[config.mk]
export PLATFORM = sky130hd
export DESIGN_NAME = load_store_unit
export DESIGN_NICKNAME = d
export VERILOG_FILES = /design/src/rtl/lsu_pkg.sv /design/src/rtl/lsu_align.sv /design/src/rtl/load_store_unit.sv
export SDC_FILE = /design/constraint.sdc
export NUM_CORES = 1
export LEC_CHECK = 0
export CAP_MARGIN = 0
export CORE_AREA = 5 5 119 121
export DETAILED_ROUTE_END_ITERATION = 16
export DIE_AREA = 0 0 124 126
export GPL_TIMING_DRIVEN = 0
export PLACE_DENSITY = 0.92
export SETUP_SLACK_MARGIN = 0.15
export SLEW_MARGIN = 10
export SYNTH_ARGS = -nofsm -noshare
export SYNTH_HDL_FRONTEND = slang
export SYNTH_SLANG_ARGS = --single-unit
[constraint.sdc]
create_clock -name clk -period 4.11 [get_ports clk]
set_input_delay 0.6165 -clock clk [delete_from_list [all_inputs] [get_ports clk]]
set_output_delay 0.6165 -clock clk [all_outputs]
set_load 0.01 [all_outputs]
[src/rtl/lsu_pkg.sv]
// Shared types for the load/store unit: FSM states, funct3 size encodings, request struct.
package lsu_pkg;

  typedef enum logic [1:0] {IDLE, REQ, WAIT_R, DONE} lsu_state_e;

  typedef enum logic [2:0] {
    LB  = 3'b000,
    LH  = 3'b001,
    LW  = 3'b010,
    LBU = 3'b100,
    LHU = 3'b101
  } mem_size_e;

  localparam int WORD_BYTES = 4;

  localparam logic [1:0] SZ_B = 2'd0;
  localparam logic [1:0] SZ_H = 2'd1;
  localparam logic [1:0] SZ_W = 2'd2;

  typedef struct packed {
    logic        we;
    logic [2:0]  funct3;
    logic [31:0] wdata;
  } lsu_req_t;

  // funct3[1:0] picks the access size; illegal encodings (011/110/111) fall to word
  function automatic logic [1:0] size_of(input logic [2:0] f3);
    case ({1'b0, f3[1:0]})
      LB:      size_of = SZ_B;
      LH:      size_of = SZ_H;
      default: size_of = SZ_W;
    endcase
  endfunction

endpackage

[src/rtl/lsu_align.sv]
// Combinational lane steering for stores and extract/extend for loads.
// Low address bits are forced to the natural alignment of the access size.
module lsu_align
  import lsu_pkg::*;
(
  input  logic        is_store,
  input  logic [2:0]  funct3,
  input  logic [1:0]  off_in,
  input  logic [31:0] wdata,
  input  logic [31:0] rdata,
  output logic [3:0]  wstrb,
  output logic [31:0] wdata_rep,
  output logic [31:0] rdata_ext
);

  logic [1:0]            sz;
  logic [1:0]            off;
  logic [WORD_BYTES-1:0] strb;
  logic [7:0]            b;
  logic [15:0]           h;

  assign sz  = size_of(funct3);
  assign off = (sz == SZ_W) ? 2'b00 : (sz == SZ_H) ? {off_in[1], 1'b0} : off_in;

  for (genvar i = 0; i < WORD_BYTES; i++) begin : g_lane
    assign strb[i] = (sz == SZ_B) ? (off == 2'(i)) :
                     (sz == SZ_H) ? (off[1] == 1'(i / 2)) : 1'b1;
    assign wdata_rep[8*i +: 8] = (sz == SZ_B) ? wdata[7:0] :
                                 (sz == SZ_H) ? wdata[8*(i%2) +: 8] : wdata[8*i +: 8];
  end

  assign wstrb = is_store ? strb : 4'b0000;

  assign b = rdata[{off, 3'b000} +: 8];
  assign h = rdata[{off[1], 4'b0000} +: 16];

  // funct3[2] selects zero-extension (BU/HU)
  always_comb begin
    rdata_ext = rdata;
    case (sz)
      SZ_B:    rdata_ext = funct3[2] ? {24'b0, b} : {{24{b[7]}}, b};
      SZ_H:    rdata_ext = funct3[2] ? {16'b0, h} : {{16{h[15]}}, h};
      default: rdata_ext = rdata;
    endcase
  end

endmodule

[src/rtl/load_store_unit.sv]
// Load/store stage: one word-bus transaction per request with timeout abort.
// Optional MISALIGN_TRAP_EN: misaligned half/word accesses complete with err, no bus request.
module load_store_unit
  import lsu_pkg::*;
#(
  parameter int ADDR_W      = 32,
  parameter int TIMEOUT_CYC = 16
) (
  input  logic              clk,
  input  logic              rst_n,
  input  logic              req_valid,
  output logic              req_ready,
  input  logic              is_store,
  input  logic [2:0]        funct3,
  input  logic [ADDR_W-1:0] addr,
  input  logic [31:0]       wdata,
  output logic [31:0]       rdata,
  output logic              done,
  output logic              err,
  output logic              mem_req,
  output logic              mem_we,
  output logic [ADDR_W-1:0] mem_addr,
  output logic [3:0]        mem_wstrb,
  output logic [31:0]       mem_wdata,
  input  logic              mem_gnt,
  input  logic              mem_rvalid,
  input  logic [31:0]       mem_rdata
);

  lsu_state_e        state, nxt;
  lsu_req_t          req_q;
  logic [ADDR_W-1:0] addr_q;
  logic [7:0]        cnt, cnt_inc;
  logic [31:0]       rdata_q;
  logic              err_q;
  logic              cap, tmo, trap;
  logic [3:0]        wstrb;
  logic [31:0]       wdata_rep, rdata_ext;

`ifdef MISALIGN_TRAP_EN
  logic [1:0] sz_in;
  assign sz_in = size_of(funct3);
  assign trap  = ((sz_in == SZ_H) && addr[0]) || ((sz_in == SZ_W) && (addr[1:0] != 2'b00));
`else
  assign trap  = 1'b0;
`endif

  lsu_align u_align (
    .is_store  (req_q.we),
    .funct3    (req_q.funct3),
    .off_in    (addr_q[1:0]),
    .wdata     (req_q.wdata),
    .rdata     (mem_rdata),
    .wstrb     (wstrb),
    .wdata_rep (wdata_rep),
    .rdata_ext (rdata_ext)
  );

  assign cnt_inc = cnt + 8'd1;

  // A grant always wins over a timeout landing in the same cycle
  always_comb begin
    nxt = state;
    cap = 1'b0;
    tmo = 1'b0;
    case (state)
      IDLE: if (req_valid) nxt = trap ? DONE : REQ;
      REQ: begin
        if (mem_gnt) begin
          if (req_q.we) nxt = DONE;
          else if (mem_rvalid) begin
            nxt = DONE;
            cap = 1'b1;
          end else nxt = WAIT_R;
        end else if (cnt_inc == 8'(TIMEOUT_CYC)) begin
          nxt = DONE;
          tmo = 1'b1;
        end
      end
      WAIT_R: begin
        if (mem_rvalid) begin
          nxt = DONE;
          cap = 1'b1;
        end else if (cnt_inc == 8'(TIMEOUT_CYC)) begin
          nxt = DONE;
          tmo = 1'b1;
        end
      end
      DONE:    nxt = IDLE;
      default: nxt = IDLE;
    endcase
  end

  always_ff @(posedge clk or negedge rst_n) begin
    if (!rst_n) begin
      state   <= IDLE;
      req_q   <= '0;
      addr_q  <= '0;
      cnt     <= '0;
      rdata_q <= '0;
      err_q   <= 1'b0;
    end else begin
      state <= nxt;
      case (state)
        IDLE: if (req_valid) begin
          req_q   <= '{we: is_store, funct3: funct3, wdata: wdata};
          addr_q  <= addr;
          cnt     <= '0;
          rdata_q <= '0;
          err_q   <= trap;
        end
        REQ, WAIT_R: begin
          cnt <= cnt_inc;
          if (cap) rdata_q <= rdata_ext;
          if (tmo) begin
            err_q   <= 1'b1;
            rdata_q <= '0;
          end
        end
        default: ;
      endcase
    end
  end

  assign req_ready = (state == IDLE);
  assign done      = (state == DONE);
  assign err       = done & err_q;
  assign rdata     = done ? rdata_q : 32'b0;
  assign mem_req   = (state == REQ);
  assign mem_we    = mem_req & req_q.we;
  assign mem_addr  = {addr_q[ADDR_W-1:2], 2'b00};
  assign mem_wstrb = mem_req ? wstrb : 4'b0000;
  assign mem_wdata = wdata_rep;

endmodule

---- Word-level counts from Yosys, hierarchy flattened ----
Index checks and enable logic that the tools add are counted.
cells by class
  add/subtract/negate cells ............... 1
  multiplexer cells ....................... 44
  shifts and indexed selects .............. 2
  equality and inequality tests ........... 13
  reduce and logical (&&, ||, !) cells .... 10
  bitwise logic cells ..................... 3
operator list
  kind                                                                    count
  32-bit two-way mux                                                      6
  32-bit case mux with 2 select lines                                     2
  8-bit two-way mux                                                       6
  32-bit by 6-bit variable part select with 16-bit output                 1
  32-bit by 6-bit variable part select with 8-bit output                  1
  1-bit two-way mux                                                       17
  8-bit case mux with 2 select lines                                      1
  2-bit equality test (second input constant)                             5
  2-bit two-way mux                                                       5
  8-bit by 1-bit adder with 8-bit output (second input constant)          1
  2-bit by 1-bit equality test with 1-bit output (second input constant)  4
  8-bit by 5-bit equality test with 1-bit output (second input constant)  1
  2-bit logical NOT                                                       4
  4-bit two-way mux                                                       2
  2-bit case mux with 4 select lines                                      1
  1-bit case mux with 2 select lines                                      3
  3-bit AND reduction                                                     2
  2-bit inequality test (second input constant)                           2
  2-bit case mux with 2 select lines                                      1
  2-bit AND reduction                                                     2
  3-bit inequality test (second input constant)                           1
  1-bit AND                                                               2
  2-bit nonzero test                                                      1
  2-bit OR reduction                                                      1
  1-bit inverter                                                          1
storage, ports and cells
  register bits ........................... 111
  output and inout bits ................... 105

---- Logic depth before layout (Yosys ltp) ----
Gate-level depths: netlist (run 1).
  depth after elaboration ................. 11
  mapped depth ............................ 9

---- Modules after synthesis ----
Synthesis (run 1) repeated with hierarchy kept, for this count alone.
second synthesis, totals
  cell total of the unflattened synthesis .. 573
  area, all modules ....................... 6333.6 um2
modules (own cells, without submodules)
  module           cells each  times used  area each (um2)
  load_store_unit  373         1           4894.7
  lsu_align        200         1           1438.9

---- Worst setup path after synthesis (run 1) ----
Ideal clock, no wire load.
  path type ............................... reg2out
  start point ............................. register req_q[33] (netlist bit)
  end point ............................... output port mem_wstrb[1]
  path slack .............................. 2.098 ns
  data arrival time ....................... 1.395 ns
  path buffers ............................ 3
  cell stages (with the launch flop) ...... 6
  cells stage by stage .................... dfrtp_1 -> buf_4 -> clkbuf_1 -> clkbuf_1 -> nor3_1 -> nor3_1
between the ends
  longest elaborated chain between the ends .. 9
  elaborated cells between the ends (all ways) .. 14
  those cells by class .................... eq/ne (4); mux (7); bitwise (1); reduce/logical (2)
RTL lines
  item                                                                                   RTL line                          source
  start: declaration                                                                     load_store_unit.sv:31             lsu_req_t req_q;
  start signal: assignment                                                               load_store_unit.sv:106            req_q <= '{we: is_store, funct3: funct3, wdata: wdata};
  2-bit by 1-bit equality test with 1-bit output or 2-bit logical NOT (tied branches)    lsu_pkg.sv:28                     case ({1'b0, f3[1:0]})
  2-bit case mux with 2 select lines (*)                                                 lsu_pkg.sv:28
  2-bit by 1-bit equality test with 1-bit output or 2-bit equality test (tied branches)  lsu_align.sv:23, lsu_align.sv:27
  1-bit two-way mux or 2-bit two-way mux (tied branches)                                 lsu_align.sv:23                   assign off = (sz == SZ_W) ? 2'b00 : (sz == SZ_H) ? {off_in[1], 1'b0} : off_in;
  2-bit two-way mux or 1-bit inverter (tied branches)                                    lsu_align.sv:23, lsu_align.sv:27
  2-bit by 1-bit equality test with 1-bit output or 1-bit two-way mux (tied branches)    lsu_align.sv:26, lsu_align.sv:27
  1-bit two-way mux (*)                                                                  lsu_align.sv:26                   assign strb[i] = (sz == SZ_B) ? (off == 2'(i)) :
  4-bit two-way mux (*)                                                                  lsu_align.sv:32                   assign wstrb = is_store ? strb : 4'b0000;
  4-bit two-way mux (*)                                                                  load_store_unit.sv:132            assign mem_wstrb = mem_req ? wstrb : 4'b0000;
  end: declaration                                                                       load_store_unit.sv:23             output logic [3:0] mem_wstrb,
Mark *: on every way between the ends. The rest lies on a longest branch, timed or not.

---- Worst setup path after layout (run 1) ----
  start point ............................. register req_q[33] (netlist bit)
  end point ............................... output port mem_wdata[24]
between the ends
  longest elaborated chain between the ends .. 5
  elaborated cells between the ends (all ways) .. 7
  those cells by class .................... eq/ne (2); mux (3); reduce/logical (2)
RTL lines
  item                                                                                 RTL line               source
  2-bit by 1-bit equality test with 1-bit output or 2-bit logical NOT (tied branches)  lsu_pkg.sv:28
  2-bit case mux with 2 select lines (*)                                               lsu_pkg.sv:28
  2-bit by 1-bit equality test with 1-bit output                                       lsu_align.sv:29        (sz == SZ_H) ? wdata[8*(i%2) +: 8] : wdata[8*i +: 8];
  8-bit two-way mux                                                                    lsu_align.sv:29
  8-bit two-way mux (*)                                                                lsu_align.sv:28        assign wdata_rep[8*i +: 8] = (sz == SZ_B) ? wdata[7:0] :
  end: declaration                                                                     load_store_unit.sv:24  output logic [31:0] mem_wdata,
Marked as above.

==> results of run 1 <==
[through the flow]
step / setup slack (ns) / setup TNS, ns / power (uW) / hold slack (ns) / instance area (sq um)
6_report: 0.802 / 0 / 6470 / 0.225 / 8550
5_1_grt: 0.584 / 0 / 6900 / 0.257 / 8550
4_1_cts: 0.795 / 0 / 6510 / 0.233 / 8550
3_5_place_dp: 1.18 / 0 / 5590 / 0.458 / 8250
3_3_place_gp: -1.87 / -206.81 / 5470 / 0.455 / 8220
2_1_floorplan: 2.10 / 0 / 4020 / 0.321 / 5930
[routing by layer]
layer  global-route usage [%]  part of all wire [%]
met5                        0                     0
met4                     9.66                   3.2
met3                     7.31                    10
met2                     36.4                    48
met1                     26.4                    39
[synth_stat cells, types with 2 or more instances]
cell / n / share of area (%)
nor2_1: 6 / 0.38
nor3_1: 11 / 0.93
and3_1: 2 / 0.21
o221ai_1: 7 / 1.0
a22o_1: 22 / 3.3
mux2_2: 84 / 16
buf_6: 4 / 0.76
dfrtp_1: 111 / 47
a21oi_1: 8 / 0.68
buf_1: 4 / 0.25
a22o_4: 2 / 0.59
nor2b_1: 2 / 0.21
nand2_1: 34 / 2.2
a21o_1: 3 / 0.38
o22ai_1: 7 / 0.74
o31ai_1: 3 / 0.38
buf_2: 9 / 0.76
nand3_1: 7 / 0.59
buf_4: 41 / 5.2
clkbuf_1: 12 / 0.76
mux2i_1: 12 / 2.0
a31oi_1: 7 / 0.74
inv_1: 17 / 1.1
o21ai_1: 2 / 0.17
and2_1: 35 / 3.7
nand2b_1: 20 / 2.1
o21ai_0: 20 / 1.7
o211ai_1: 2 / 0.25
o2bb2ai_1: 7 / 1.0
ha_1: 6 / 1.3
nor3b_1: 2 / 0.25
[cells by family (layout without fill, tap and decap cells)]
family	Yosys count	in the layout	share of synthesized area (%)
multiplexers	97	97	18.2
AND/OR/NAND/NOR	129	129	12.1
AO/OA/AOI/OAI	99	99	12.6
flip-flops	111	111	46.9
adder cells (fa/ha/maj)	6	6	1.27
other	1	2	0.0633
buffers and inverters	87	310	8.81
[power groups by stage]
stage | Clock, uW | Combinational, uW | Sequential (uW)
2_1_floorplan | 0 | 2190 | 1820
3_3_place_gp | 0 | 3540 | 1920
3_5_place_dp | 0 | 3630 | 1950
4_1_cts | 921 | 3660 | 1930
5_1_grt | 971 | 3930 | 2000
6_report | 903 | 3630 | 1930
[worst max-delay path by stage]
| stage | to | slack (ns) | cells past startpoint |
|---|---|---|---|
| 6_report | mem_wdata[24] | 0.80 | 6 |
| 5_1_grt | mem_wdata[24] | 0.58 | 6 |
| 4_1_cts | mem_wdata[25] | 0.80 | 6 |
| 3_5_place_dp | mem_wdata[25] | 1.18 | 6 |
| 3_3_place_gp | addr_q[18]$_DFFE_PN0P_ | -1.87 | 1 |
| 2_1_floorplan | mem_wstrb[1] | 2.10 | 5 |
[worst max-delay path, delay by kind of cell, from the launching register on]
kind | cells | cell delay, ns
buffers and inverters | 4 | 1.81
flip-flops | 1 | 0.33
AO/OA/AOI/OAI | 1 | 0.11
AND/OR/NAND/NOR | 1 | 0.10
[registers in the layout, summed over array words and instances, names as in the netlist]
register and flops:
addr_q 32, req_q 36, err_q 1, cnt 8, state 2, rdata_q 32
[layout by cell type, fill, tap and decap left out, drive strengths merged, types with 3 or more instances in the layout]
master and count:
buf 60, a21o 3, nand2 35, and2 35
nor3 11, a21oi 10, ha 6, mux2 84
a22o 24, o2bb2ai 7, dfrtp 111, inv 17
o221ai 7, clkbuf 23, nand2b 21, o21ai 22
nand3 7, mux2i 13, o31ai 3, o22ai 7
o211ai 3, nor2 7, clkdlybuf4s50 206, a31oi 7
[final cells by class]
cell class	count	area [sq um]
timing repair buffer	208	2100
clock inverter	4	55.1
buffer	70	458
inverter	17	63.8
fill	996	4430
tap	176	220
clock buffer	11	253
multi-input combinational	333	2630
sequential	111	2780
==> impl_results.md, run 1 <==
- FMAX: 0.302 GHz
- DR iter-0 viols: approximately 400
- CP Data Arrival Time: 2.69 ns
- Post-Syn Area: 5920 sq um
- Critical path, cell by cell: buf_4, clkbuf_1, clkbuf_1, nand2_1, o21ai_0, clkdlybuf4s50_1
- Total number of vias: 4,915
- # IOs: 210
- Share of cells above drive strength 1: approximately 22%
- Vias in the first global route: ~5,300
- Largest net degree at the start of global routing: 58
- Ant. Diodes: 0
- Sw Pwr: roughly 2400 uW
- CTS Root Cell: clkbuf_16
- Residual DRC: 0
- Flop pwr share: 29.9%
- Reg2Reg Depth: 7
- Tcrit/Tclk final: 80.5%
- Asr flop ratio synth: between 90% and 100%
- Leak: 0.00367 uW
- Clk slew on worst S/H paths: 0.07 ns
- Syn Area/Cell: 11.2 sq um
- Postcts setup bufs: 0
- Overall Global Routing Usage: between 20 and 25%
- Clk buf depth: 2
- Vias/cell: roughly 5.3
- Post-layout min period: between 3 and 4 ns
- Pins Over Slew Limit: 0
- FF-to-FF Start: state[0]$_DFFE_PN0P_
- Worst-path maximum fanout: 10
- Core ar.: 13,000 sq um
- CP Launch Point: req_q[33]$_DFFE_PN0P_
- Synthesis-to-layout area growth: 44.5%
- Crit-path max cell delay: just over 0.6 ns
- PortBufs: 207
- Initial antenna violation count: 0
- Comb power frac: 56.1%
- Switch share: a little over a third
- Post-route ant nets: 0
- Worst R2R End: req_q[20]$_DFFE_PN0P_
- Finished Layout Cells: 930
- Yosys reg bits: 111
- Sequential area share after synthesis: between 40% and 50%
- Die H: 126 um
- Yosys cell types: 52
- Slew at the pin with the worst max-slew slack: between 1 and 1.5 ns
- Placed Cells: 915
- Cell mode on critical path: clkbuf_1
- CP Capture Type: primary output
- Cts hold-fix bufs: 0
- Final core utilization: 65.9%
- RD Place Congestion: 0.871
- Power Dens Cells: 756 nW/um^2
- 1st-pass router iterations: 5
- Resized Gates After CTS: 0
- EDFF count, synth: 0
- R2r setup slk: 1.79 ns
- HPWL Detailed: 13,100 um
- Row count: 42
- Slew HR: around 28%
- Post-Synthesis Cells: 530
- RSZ-0062 raised after global routing: no
- Most used DFF post-synth: dfrtp_1
- CTS tree: yes
- Internal Power: 4100 uW
- H-tree depth: 3
- Worst EP required: 3.49 ns
- Maximum vdd ir drop: around 0.46 mV
- Final wirelength: 16,900 um
- Fin nets: 861
- Total grt overflow: 0
- # Max-Cap Violations: 0
- Worst-Skew Late Latency: approximately 0.35 ns
- CP Launch Type: flop
- CP max stage cell: clkdlybuf4s50_1
- Critical path class: reg2out
- Clock network fraction of total power: 14.0%
- First-pass GRT wire length: 27,000 um
- Initial Utilization: between 40% and 50%
- Outcome: completed
- Clock skew: 0.00471 ns
- Worst Hold Class: in2async
- Final Hold Vio Count: 0
- Clk sinks: 111
- Yosys warning total: 0
- WL/cell: 18.2 um
- CTS Buf Count: 9
- Die area: 15,600 sq um
- Final setup viols: 0
- Width of the die: 124 um
No activity file was read; power rests on OpenSTA's default activity.
==> run 2, diff against run 1 <==
Settings changed: CORE_AREA 5 5 119 121 to 5 5 120 122, DIE_AREA 0 0 124 126 to 0 0 125 127, PLACE_DENSITY 0.92 to 0.9.
Clock period 4.11 ns to 3.2 ns, I/O delays scaled along.
==> impl_results.md, run 2 (synthesized netlist as in run 1, its figures left out) <==
- Residual DRC: 0 (unchanged)
- Postcts setup bufs: 0 (unchanged)
- Vias in the first global route: 5,385 (+2.5%)
- Post-route ant nets: 0 (unchanged)
- Die H: 127 um (+0.79%)
- CP Launch Type: flop
- WL/cell: 19.1 um (+5.2%)
- Pins Over Slew Limit: 0 (unchanged)
- RD Place Congestion: 0.875 (+0.48%)
- First-pass GRT wire length: 28,300 um (+4.9%)
- Tcrit/Tclk final: 91.1%
- Largest register FFs: 36 (unchanged)
- Power Dens Cells: 975 nW/um^2 (+29%)
- CP Data Arrival Time: 2.44 ns (-0.25 ns)
- Crit-path max cell delay: 0.51 ns (-0.10 ns)
- Largest regs: req_q x36, addr_q x32, rdata_q x32
- Vias/cell: 5.36 (+1.5%)
- Worst EP required: 2.72 ns (-0.77 ns)
- Leak: 0.00368 uW (+0.31%)
- HPWL Detailed: 13,600 um (+3.5%)
- Place WS: 0.446 ns (-0.734 ns)
- Slew HR: 31.8% (+3.7 points)
- Largest net degree at the start of global routing: 65 (+12%)
- Critical path, cell by cell: buf_4, nor2_4, and2_1, clkbuf_1, nor2_1, clkdlybuf4s50_1
- DR iter-0 viols: 293 (-25%)
- PortBufs: 207 (unchanged)
- Share of cells above drive strength 1: 23.2% (+0.77 points)
- Clk buf depth: 2 (unchanged)
- Commonest non-fill, non-tap cell in the layout: clkdlybuf4s50_1
- Clk slew on worst S/H paths: 0.07 ns (about the same)
- Setup TNS: 0 ns (unchanged)
- Final core utilization: 65.3% (-0.63 points)
- Pwr Total: 8330 uW (+29%)
- Initial antenna violation count: 0 (unchanged)
- Maximum vdd ir drop: 0.637 mV (+39%)
- Slew at the pin with the worst max-slew slack: 1.01 ns (-0.0555 ns)
- Final setup viols: 0 (unchanged)
- Initial Utilization: 45.3% (-0.37 points)
- Final Hold Vio Count: 0 (unchanged)
- Ant. Diodes: 0 (unchanged)
- Worst Hold Class: in2async
- Worst Setup Slack, final: 0.284 ns (-0.518 ns)
- Outcome: completed
- FF-to-FF Start: state[0]$_DFFE_PN0P_
- Finished Cell Area: 8540 sq um (-0.16%)
- CP max stage cell: clkdlybuf4s50_1
- Post-layout min period: 2.92 ns
- Width of the die: 125 um (+0.81%)
- Total grt overflow: 0 (unchanged)
- Worst-path maximum fanout: 10 (unchanged)
- Synthesis-to-layout area growth: 44.2%
- Sequential cell area: 2780 sq um (unchanged)
- Register bank with the most flops: req_q
- Overall Global Routing Usage: 22.3% (+0.16 points)
- Critical path class: reg2out
- Worst R2R End: req_q[15]$_DFFE_PN0P_
- FMAX: between 0.3 and 0.4 GHz
- # Max-Cap Violations: 0 (unchanged)
- Core ar.: 13,100 sq um (+0.81%)
- Placed inst area: 8250 sq um (unchanged)
- Final wirelength: 17,800 um (+5.3%)
- Fillers: 962 (-3.4%)
- CP Capture Type: primary output
- 1st-pass router iterations: 5 (unchanged)
- Leading cell types in the layout, fill and taps excluded: clkdlybuf4s50_1 (206), dfrtp_1 (111), mux2_2 (84), buf_4 (41), and2_1 (35)
- Reg2Reg Depth: 7 (unchanged)
- CTS Buf Count: 9 (unchanged)
- Area of the multi-input gates: 2630 sq um (unchanged)
- CTS tree: yes
- Cts hold-fix bufs: 0 (unchanged)
- H-tree depth: 3 (unchanged)
- Row count: 42 (unchanged)
- Clock skew: 0.0122 ns (+0.00750 ns)
- Die area: 15,900 sq um (+1.6%)
- CTS Root Cell: clkbuf_16
- Fin nets: 861 (unchanged)
- Clk sinks: 111 (unchanged)
- RSZ-0062 raised after global routing: no
- R2r setup slk: 0.84 ns (-0.95 ns)
- # IOs: 210 (unchanged)
- Worst-Skew Late Latency: 0.37 ns (+0.02 ns)
- Total number of vias: 4,994 (+1.6%)
run 2: cell count changes in the layout (fill, tap and decap cells not counted):
cell and change:
inv_6 +2, clkbuf_1 -5, inv_8 +2, clkinv_2 +1, clkbuf_8 -2, clkbuf_2 +5, bufinv_16 -1, clkinvlp_4 -1
run 2: area by class of cell:
class | instances | area share (%)
Tap cell | 176 | 2.58
Timing Repair Buffer | 208 | 24.6
Clock inverter | 7 | 0.732
Inverter | 17 | 0.747
Clock buffer | 9 | 2.64
Multi-Input combinational cell | 333 | 30.8
Buffer | 70 | 5.44
Sequential cell | 111 | 32.5
run 2: per-layer routing:
metal	share of wire [%]	global-route usage (%)	vias to the layer above
met2	51	39.6	243
li1	-	-	2279
met5	0	0	-
met4	2.6	8.93	0
met3	8.1	7.01	39
met1	38	25.1	2433
run 2: timing repair:
action / 4_1_cts / 5_1_grt
endpoints found under the setup margin: 12 / 10
pin swaps: 0 / 0
endpoints found under the hold margin: 0 / 0
gates resized for setup: 2 / 6
run 2: worst max path at each step:
stage,start,end,slack (ns),cells after the start
floorplan,state[0]$_DFFE_PN0P_,rdata_q[17]$_DFFE_PN0P_,1.25,9
global placement,rst_n,addr_q[12]$_DFFE_PN0P_,-2.44,1
detailed placement,req_q[33]$_DFFE_PN0P_,mem_wstrb[1],0.45,6
CTS,req_q[32]$_DFFE_PN0P_,mem_wdata[28],0.15,5
global route,req_q[32]$_DFFE_PN0P_,mem_wdata[29],0.15,5
finish,req_q[33]$_DFFE_PN0P_,mem_wstrb[2],0.28,6
run 2: worst max-delay path: cells and delay by family (launching register included):
kind / cells / cell delay (ns)
AND/OR/NAND/NOR: 3 / 0.64
buffers and inverters: 3 / 1.06
flip-flops: 1 / 0.36
run 2: where the power goes:
group | internal (uW) | total, uW | switching, uW
registers | 2040 | 2500 | 460
logic | 2590 | 4720 | 2130
clock network | 546 | 1110 | 561
run 2: stage by stage:
stage	cells	hold WS [ns]
after floorplan	531	0.184
after global placement	914	0.461
after detailed placement	915	0.445
after CTS	931	0.0592
after global routing	931	0.0863
final	931	0.0417
